## src/rtl/digit_overlay.sv

```systemverilog
// Seven-segment style BCD digit overlay drawn from h/v sync-derived pixel counters.
// Optional colon slots between digit pairs are enabled by defining DIGIT_OVERLAY_COLON_EN.
module digit_overlay #(
   parameter int NDIG       = 6,
   parameter int X0         = 343,
   parameter int Y0         = 235,
   parameter int GAP        = 3,
   parameter int SCALE_LOG2 = 0
) (
   input  logic              clk,
   input  logic              rst,
   input  logic              h_sinc,
   input  logic              v_sinc,
   input  logic [4*NDIG-1:0] digits,
   input  logic [2:0]        fg_rgb,
   output logic [2:0]        rgb,
   output logic              pix_on
);

   localparam int         CELL    = 1 << SCALE_LOG2;
   localparam int         PITCH   = 5 + GAP;
   localparam logic [10:0] CNT_MAX = 11'h7FF;

   logic              h_prev, v_prev;
   logic              h_fall, v_fall;
   logic [10:0]       count_h, count_v;
   logic [4*NDIG-1:0] shadow;
   logic              frame_valid;
   logic              lit;
   logic              show;

   assign h_fall = h_prev & ~h_sinc;
   assign v_fall = v_prev & ~v_sinc;

   // frame_valid keeps the overlay dark between reset and the first frame start.
   always_ff @(posedge clk) begin
      if (rst) begin
         h_prev      <= 1'b1;
         v_prev      <= 1'b1;
         count_h     <= '0;
         count_v     <= '0;
         shadow      <= '1;
         frame_valid <= 1'b0;
      end else begin
         h_prev <= h_sinc;
         v_prev <= v_sinc;
         if (h_fall)
            count_h <= '0;
         else if (count_h != CNT_MAX)
            count_h <= count_h + 11'd1;
         if (v_fall)
            count_v <= '0;
         else if (h_fall && count_v != CNT_MAX)
            count_v <= count_v + 11'd1;
         if (v_fall) begin
            shadow      <= digits;
            frame_valid <= 1'b1;
         end
      end
   end

   // Segment order {g,f,e,d,c,b,a}; non-decimal codes render blank.
   function automatic logic [6:0] seg_decode(input logic [3:0] bcd);
      case (bcd)
         4'd0:    seg_decode = 7'b0111111;
         4'd1:    seg_decode = 7'b0000110;
         4'd2:    seg_decode = 7'b1011011;
         4'd3:    seg_decode = 7'b1001111;
         4'd4:    seg_decode = 7'b1100110;
         4'd5:    seg_decode = 7'b1101101;
         4'd6:    seg_decode = 7'b1111101;
         4'd7:    seg_decode = 7'b0000111;
         4'd8:    seg_decode = 7'b1111111;
         4'd9:    seg_decode = 7'b1101111;
         default: seg_decode = 7'b0000000;
      endcase
   endfunction

   function automatic logic glyph_cell(input logic [6:0] seg, input int row, input int col);
      glyph_cell = 1'b0;
      if (row == 0 && col >= 1 && col <= 3)
         glyph_cell = seg[0];
      else if (row >= 1 && row <= 3 && col == 0)
         glyph_cell = seg[5];
      else if (row >= 1 && row <= 3 && col == 4)
         glyph_cell = seg[1];
      else if (row == 4 && col >= 1 && col <= 3)
         glyph_cell = seg[6];
      else if (row >= 5 && row <= 7 && col == 0)
         glyph_cell = seg[4];
      else if (row >= 5 && row <= 7 && col == 4)
         glyph_cell = seg[2];
      else if (row == 8 && col >= 1 && col <= 3)
         glyph_cell = seg[3];
   endfunction

   function automatic int slot_left(input int i);
`ifdef DIGIT_OVERLAY_COLON_EN
      slot_left = X0 + (i * PITCH + (i >> 1) * (1 + GAP)) * CELL;
`else
      slot_left = X0 + i * PITCH * CELL;
`endif
   endfunction

   // Slots past the 11-bit counter range simply never match, so they clip cleanly.
   always_comb begin : render
      int  h_pos, v_pos, row, rel;
      logic in_rows;
      lit     = 1'b0;
      h_pos   = int'(count_h);
      v_pos   = int'(count_v);
      row     = (v_pos - Y0) >>> SCALE_LOG2;
      in_rows = (v_pos >= Y0) && (v_pos < Y0 + 9 * CELL);
      rel     = 0;
      for (int i = 0; i < NDIG; i++) begin
         rel = h_pos - slot_left(i);
         if (in_rows && rel >= 0 && rel < 5 * CELL)
            lit = lit | glyph_cell(seg_decode(shadow[4*(NDIG-1-i) +: 4]), row, rel >>> SCALE_LOG2);
      end
`ifdef DIGIT_OVERLAY_COLON_EN
      for (int k = 0; 2 * k + 1 < NDIG - 1; k++) begin
         rel = h_pos - (slot_left(2 * k + 1) + PITCH * CELL);
         if (in_rows && rel >= 0 && rel < CELL && (row == 2 || row == 6))
            lit = 1'b1;
      end
`endif
   end

   assign show = lit & frame_valid & (count_h != CNT_MAX);

   always_ff @(posedge clk) begin
      if (rst) begin
         pix_on <= 1'b0;
         rgb    <= 3'b000;
      end else begin
         pix_on <= show;
         rgb    <= show ? fg_rgb : 3'b000;
      end
   end

endmodule
```

## config.mk

```make
export PLATFORM = sky130hd
export DESIGN_NAME = digit_overlay
export DESIGN_NICKNAME = d
export VERILOG_FILES = /design/src/rtl/digit_overlay.sv
export SDC_FILE = /design/constraint.sdc
export NUM_CORES = 1
export LEC_CHECK = 0
export ABC_AREA = 1
export BUFFER_PORTS_ARGS = -buffer_cell sky130_fd_sc_hd__buf_2
export CORE_MARGIN = 5
export CORE_UTILIZATION = 65
export CTS_CLUSTER_DIAMETER = 50
export CTS_CLUSTER_SIZE = 24
export DETAILED_ROUTE_END_ITERATION = 8
export GPL_ROUTABILITY_DRIVEN = 0
export PLACE_DENSITY = 0.82
export SLEW_MARGIN = 0
export SYNTH_ARGS = -nofsm -noshare
export SYNTH_HDL_FRONTEND = slang
export SYNTH_SLANG_ARGS = --single-unit
```

## constraint.sdc

```tcl
create_clock -name clk -period 5.4 [get_ports clk]
set_input_delay 0.81 -clock clk [delete_from_list [all_inputs] [get_ports clk]]
set_output_delay 0.81 -clock clk [all_outputs]
set_load 0.02 [all_outputs]
```

# Yosys cells after proc, flatten, opt, wreduce, memory -nomap -nowiden
# Memory sizes are Yosys's and may differ from the RTL's. A register that Yosys moved wholly into a read port is not among the register bits.
# Index checks and enable logic that the tools add are counted.
# op_classes
bitwise	12
n_reduce_logical	86
n_mux	65
magnitude_cmp	30
addsub	9
eq_ne	10
# ops
operator	n
zero test 32 bit	7
== test 12 x 4 -> 1 bit (second input constant)	7
>= comparator 12 x 2 -> 1 bit (second input constant)	7
<= comparator 12 x 3 -> 1 bit (second input constant)	7
logical AND 1 bit	76
>= comparator 12 x 1 -> 1 bit (second input constant)	6
< comparator 12 x 4 -> 1 bit (second input constant)	6
subtractor 11 x 9 -> 12 bit (second input constant)	6
two-way mux 1 bit	53
two-way mux 4 bit	12
adder 11 x 1 -> 11 bit (second input constant)	2
!= test 11 bit (second input constant)	2
== test 12 x 5 -> 1 bit (second input constant)	1
>= comparator 12 x 4 -> 1 bit (second input constant)	1
<= comparator 12 x 4 -> 1 bit (second input constant)	1
subtractor 11 x 8 -> 12 bit (second input constant)	1
>= comparator 11 x 8 -> 1 bit (second input constant)	1
< comparator 11 x 8 -> 1 bit (second input constant)	1
OR reduction 2 bit	3
OR 1 bit	5
AND 1 bit	4
NOT 1 bit	3
# word_totals
regBits	53
rom_bits	672
output_inout_bits	4
input_bits	31
n_memories	6
# memory_table
memory	depth	word_bits	rd	rd_ports_with_merged_regs	wr	line	source
(no name shown)	16	7	1	1	0	64	case (bcd)
(no name shown)	16	7	1	1	0	64	
(no name shown)	16	7	1	1	0	64	
(no name shown)	16	7	1	1	0	64	
(no name shown)	16	7	1	1	0	64	
(no name shown)	16	7	1	1	0	64	

# Logic depth before layout (Yosys ltp)
# logic_depth
ltp_word	26
mapped_depth	25

# Worst setup path before layout
# No wires, ideal clock.
# synth_path
kind	input-to-reg
start	input v_sinc
end	register (tool-made name)
setup_time_ns	0.064
stages	14
path_slack_ns	2.537
path_buffers	2
arrival_ns	2.799
cell_sequence	inv_1 nand2_1 inv_1 nor2_1 inv_1 clkbuf_1 clkbuf_1 o22ai_1 inv_1 ha_1 or2_2 o21ai_0 nand2_1 nand2_1
# synth_rtl
element	line	source
from (decl)	13	input logic v_sinc,

# Worst setup path in the final report
# layout_path
start	register count_h[7]
end	register rgb[2]
# layout_between
elab_chain_cells	26
elab_cells_between_ends	177
classes_between	add/sub: 6; order compare: 24; eq/ne: 7; mux: 53; bitwise: 8; reduce/logical: 79
# layout_rtl
element	line	source
from (decl)	26	logic [10:0] count_h, count_v;
from (signal assigned)	50	count_h <= count_h + 11'd1;
subtractor 11 x 9 -> 12 bit	116	rel = h_pos - slot_left(i);
>= comparator 12 x 2 -> 1 bit	81, 87, 93	
logical AND 1 bit (2 in a row)	93	else if (row == 8 && col >= 1 && col <= 3)
two-way mux 1 bit	93	
two-way mux 1 bit	91	else if (row >= 5 && row <= 7 && col == 4)
two-way mux 1 bit	89	else if (row >= 5 && row <= 7 && col == 0)
two-way mux 1 bit	87	else if (row == 4 && col >= 1 && col <= 3)
two-way mux 1 bit	85	else if (row >= 1 && row <= 3 && col == 4)
[9 not listed]	--	
OR 1 bit	118	lit = lit | glyph_cell(seg_decode(shadow[4*(NDIG-1-i) +: 4]), row, rel >>> SCALE_LOG2);
two-way mux 1 bit	117	if (in_rows && rel >= 0 && rel < 5 * CELL)
OR 1 bit	118	
two-way mux 1 bit	117	
AND 1 bit	129	assign show = lit & frame_valid & (count_h != CNT_MAX);
AND 1 bit *	129	
NOT 1 bit (no source line) *	--	
OR reduction 2 bit (no source line) *	--	
to (signal assigned)	137	rgb <= show ? fg_rgb : 3'b000;
to (decl)	16	output logic [2:0] rgb,
# Every way passes the cells marked *; elsewhere a longest branch is shown, timed or not. The select of a mux whose other input is x is not followed.
# A chain may end at the register's enable or synchronous reset.

==> metrics <==
CP endpoint=rgb[2]; Pwr Density=198 mW/mm^2; synthesis warning total=0; Hold Crit Start=frame_valid; critical path fanouts, max=11; post-route setup TNS=0 ns; Worst R2R Path Depth=20; Worst EP required=between 5 and 6 ns; Global Route Usage Sum=25.8%; Post-Syn Area=between 0.006 and 0.007 mm^2; Final Critical Period=approximately 3.3 ns; Syn Area/Cell=around 6.4 um^2; nets=~1100; critical path launch point=count_h[7]; drt first pass iters=7; total congestion overflow=0; CTS tree=done; # diodes=0; most common cell after layout, fill and taps aside=nand2_1; Final Hold Viols=0; Max-cap violations=0; Setup crit end kind=flop; Routed WL=between 10000 and 15000 um; Post-CTS Setup Inserts=0; die area=0.0118 mm^2; core area=between 0.009 and 0.01 mm^2; Detail Route Antenna Nets=0; final core utilization=between 70% and 80%; Syn Inst Count=~990; HPWL Detailed=between 10000 and 15000 um; I/O pin count=35; Hold Buf Count CTS=0; Design Area, Final=between 0.006 and 0.007 mm^2; die width=between 100 and 150 um; number of fill cells=870; largest net degree at the start of global routing=30; syn_nets=about 1100; reg2reg end=rgb[2]; DRC=0; Pleak=about 3.2 nW; Setup Skew=about 0.0090 ns; placed cells=around 1100; cts repair resizes=0; WL/cell=between 10 and 15 um; CTS clk-pin slew, worst paths=~0.09 ns; Final Setup Violations=0; worst vdd ir=~0.25 mV; Vias=around 6300; DP Area=~0.0066 mm^2; Area growth syn-to-layout=7.26%; initial antenna violation count=0; Final Max Slew Viols=0; unrepaired setup endpoints after global routing=no; number of H-tree levels=3; # clock sinks=95; first-pass GRT wire length=between 20000 and 25000 um; Starting Density=approximately two thirds; # rows=36; share of cells above drive strength 1=between 10 and 15%; die height=about 110 um; number of buffers added on ports=34; Synth Register Bits=95; Non-Filler Instances=1158; Setup CP Type=reg -> reg; fmax=around 0.30 GHz; CTS buffer count=9; number of global-route vias before repair=5556; Netlist cell types=43; clk root buf=clkbuf_8; Final Cycle Share=about 61%; Clock Tree Buf Depth=2; 1st-iter DRT viols=slightly above 500; multi-input logic area=about 0.0038 mm^2; most frequent cells in the layout=272 x nand2_1, 134 x inv_1, 102 x nor2_1; Worst-Margin Slew=between 0.9 and 1 ns; CP Launch Type=flop; Arr. time, crit path=roughly 3.6 ns; hold crit path type=reg -> reg; Reg area=0.00190 mm^2; vias per inst=~5.4; status=complete, no violations; RR Startpoint=count_h[7]; worst skew pair latency=roughly 0.36 ns; R2R setup slack=around 2.1 ns; sequential share of the synthesized area=between 30% and 40%; relative slew slack=approximately two fifths
## power by group
part           leakage (nW)  internal (W)  switching (W)
logic                  2.35     0.0000447      0.0000827
clock network         0.103      0.000218       0.000250
registers             0.776      0.000733      0.0000130
total                  3.23      0.000996       0.000346
## cell type report
class	instances	area share [%]
Clock inverter	6	1.02
Multi-Input combinational cell	731	55.7
Clock buffer	10	1.89
Inverter	149	8.27
Sequential cell	95	28.1
Timing Repair Buffer	34	2.52
Tap cell	133	2.46
## cell usage after synthesis (all sizes together)
library cell | n | area (um^2)
nand2 | 284 | 1100
inv | 147 | 552
nor2 | 118 | 493
dfxtp | 95 | 1900
nand3 | 81 | 420
o21ai | 59 | 303
ha | 43 | 538
a21oi | 42 | 214
o22ai | 26 | 163
nand4 | 22 | 138
or2 | 14 | 87.6
nor3 | 12 | 75.1
buf | 10 | 60.1
xor2 | 8 | 70.1
clkbuf | 4 | 15.0
o211ai | 4 | 30.0
nand3b | 3 | 22.5
a211oi | 2 | 15.0
a21boi | 2 | 26.3
a31o | 2 | 17.5
a31oi | 2 | 12.5
clkinv | 2 | 7.51
nor4 | 2 | 12.5
and2 | 1 | 6.26
and3 | 1 | 6.26
nor3b | 1 | 7.51
o21a | 1 | 7.51
or3 | 1 | 6.26
## metal layers
metal | track usage (%) | vias up | routed length [um]
li1 | - | 3227 | -
met1 | 33.6 | 2744 | 6600
met2 | 42.9 | 244 | 6840
met3 | 5.01 | 35 | 989
met4 | 8.30 | 0 | 318
met5 | 0 | - | 0
## critical path, cell delays in order (launching register included)
cell,delay [ns]
dfxtp_1,0.66
inv_2,0.25
nand2_1,0.22
nor2_1,0.14
nor2_1,0.19
nand2_1,0.09
xor2_1,0.14
nor2_1,0.21
nand2_1,0.15
nor3_2,0.32
nand2_1,0.09
nand2_1,0.08
inv_1,0.03
nand2_1,0.05
nand3_1,0.06
nand2_1,0.06
a21oi_1,0.05
a21oi_1,0.14
nand2_1,0.09
nand2_2,0.11
nor2_1,0.05
## how the worst min path moves through the flow
stage | slack [ns] | cells after the start | endpoint
floorplan | 0.43 | 2 | frame_valid
global placement | 0.46 | 2 | frame_valid
detailed placement | 0.46 | 2 | frame_valid
CTS | 0.47 | 2 | frame_valid
global route | 0.50 | 2 | frame_valid
finish | 0.47 | 2 | frame_valid
## metrics by stage
| stage | total power (W) | setup slack, ns | hold slack, ns |
|---|---|---|---|
| finish | 0.00134 | 2.12 | 0.467 |
| global route | 0.00141 | 1.82 | 0.505 |
| CTS | 0.00135 | 2.24 | 0.474 |
| detailed placement | 0.000888 | 1.96 | 0.460 |
| global placement | 0.000883 | 2.09 | 0.457 |
| floorplan | 0.000849 | 2.54 | 0.431 |
## logic make-up (layout without fill, tap and decap cells)
family	count (synthesis)	in the layout	share of synthesized area (%)
compound gates	140	140	12.5
xor+xnor	8	8	1.11
fa+ha+maj	43	43	8.54
buf+inv	163	199	10.1
flops	95	95	30.2
simple gates	540	540	37.6
Power figures use the tool's default switching activity.
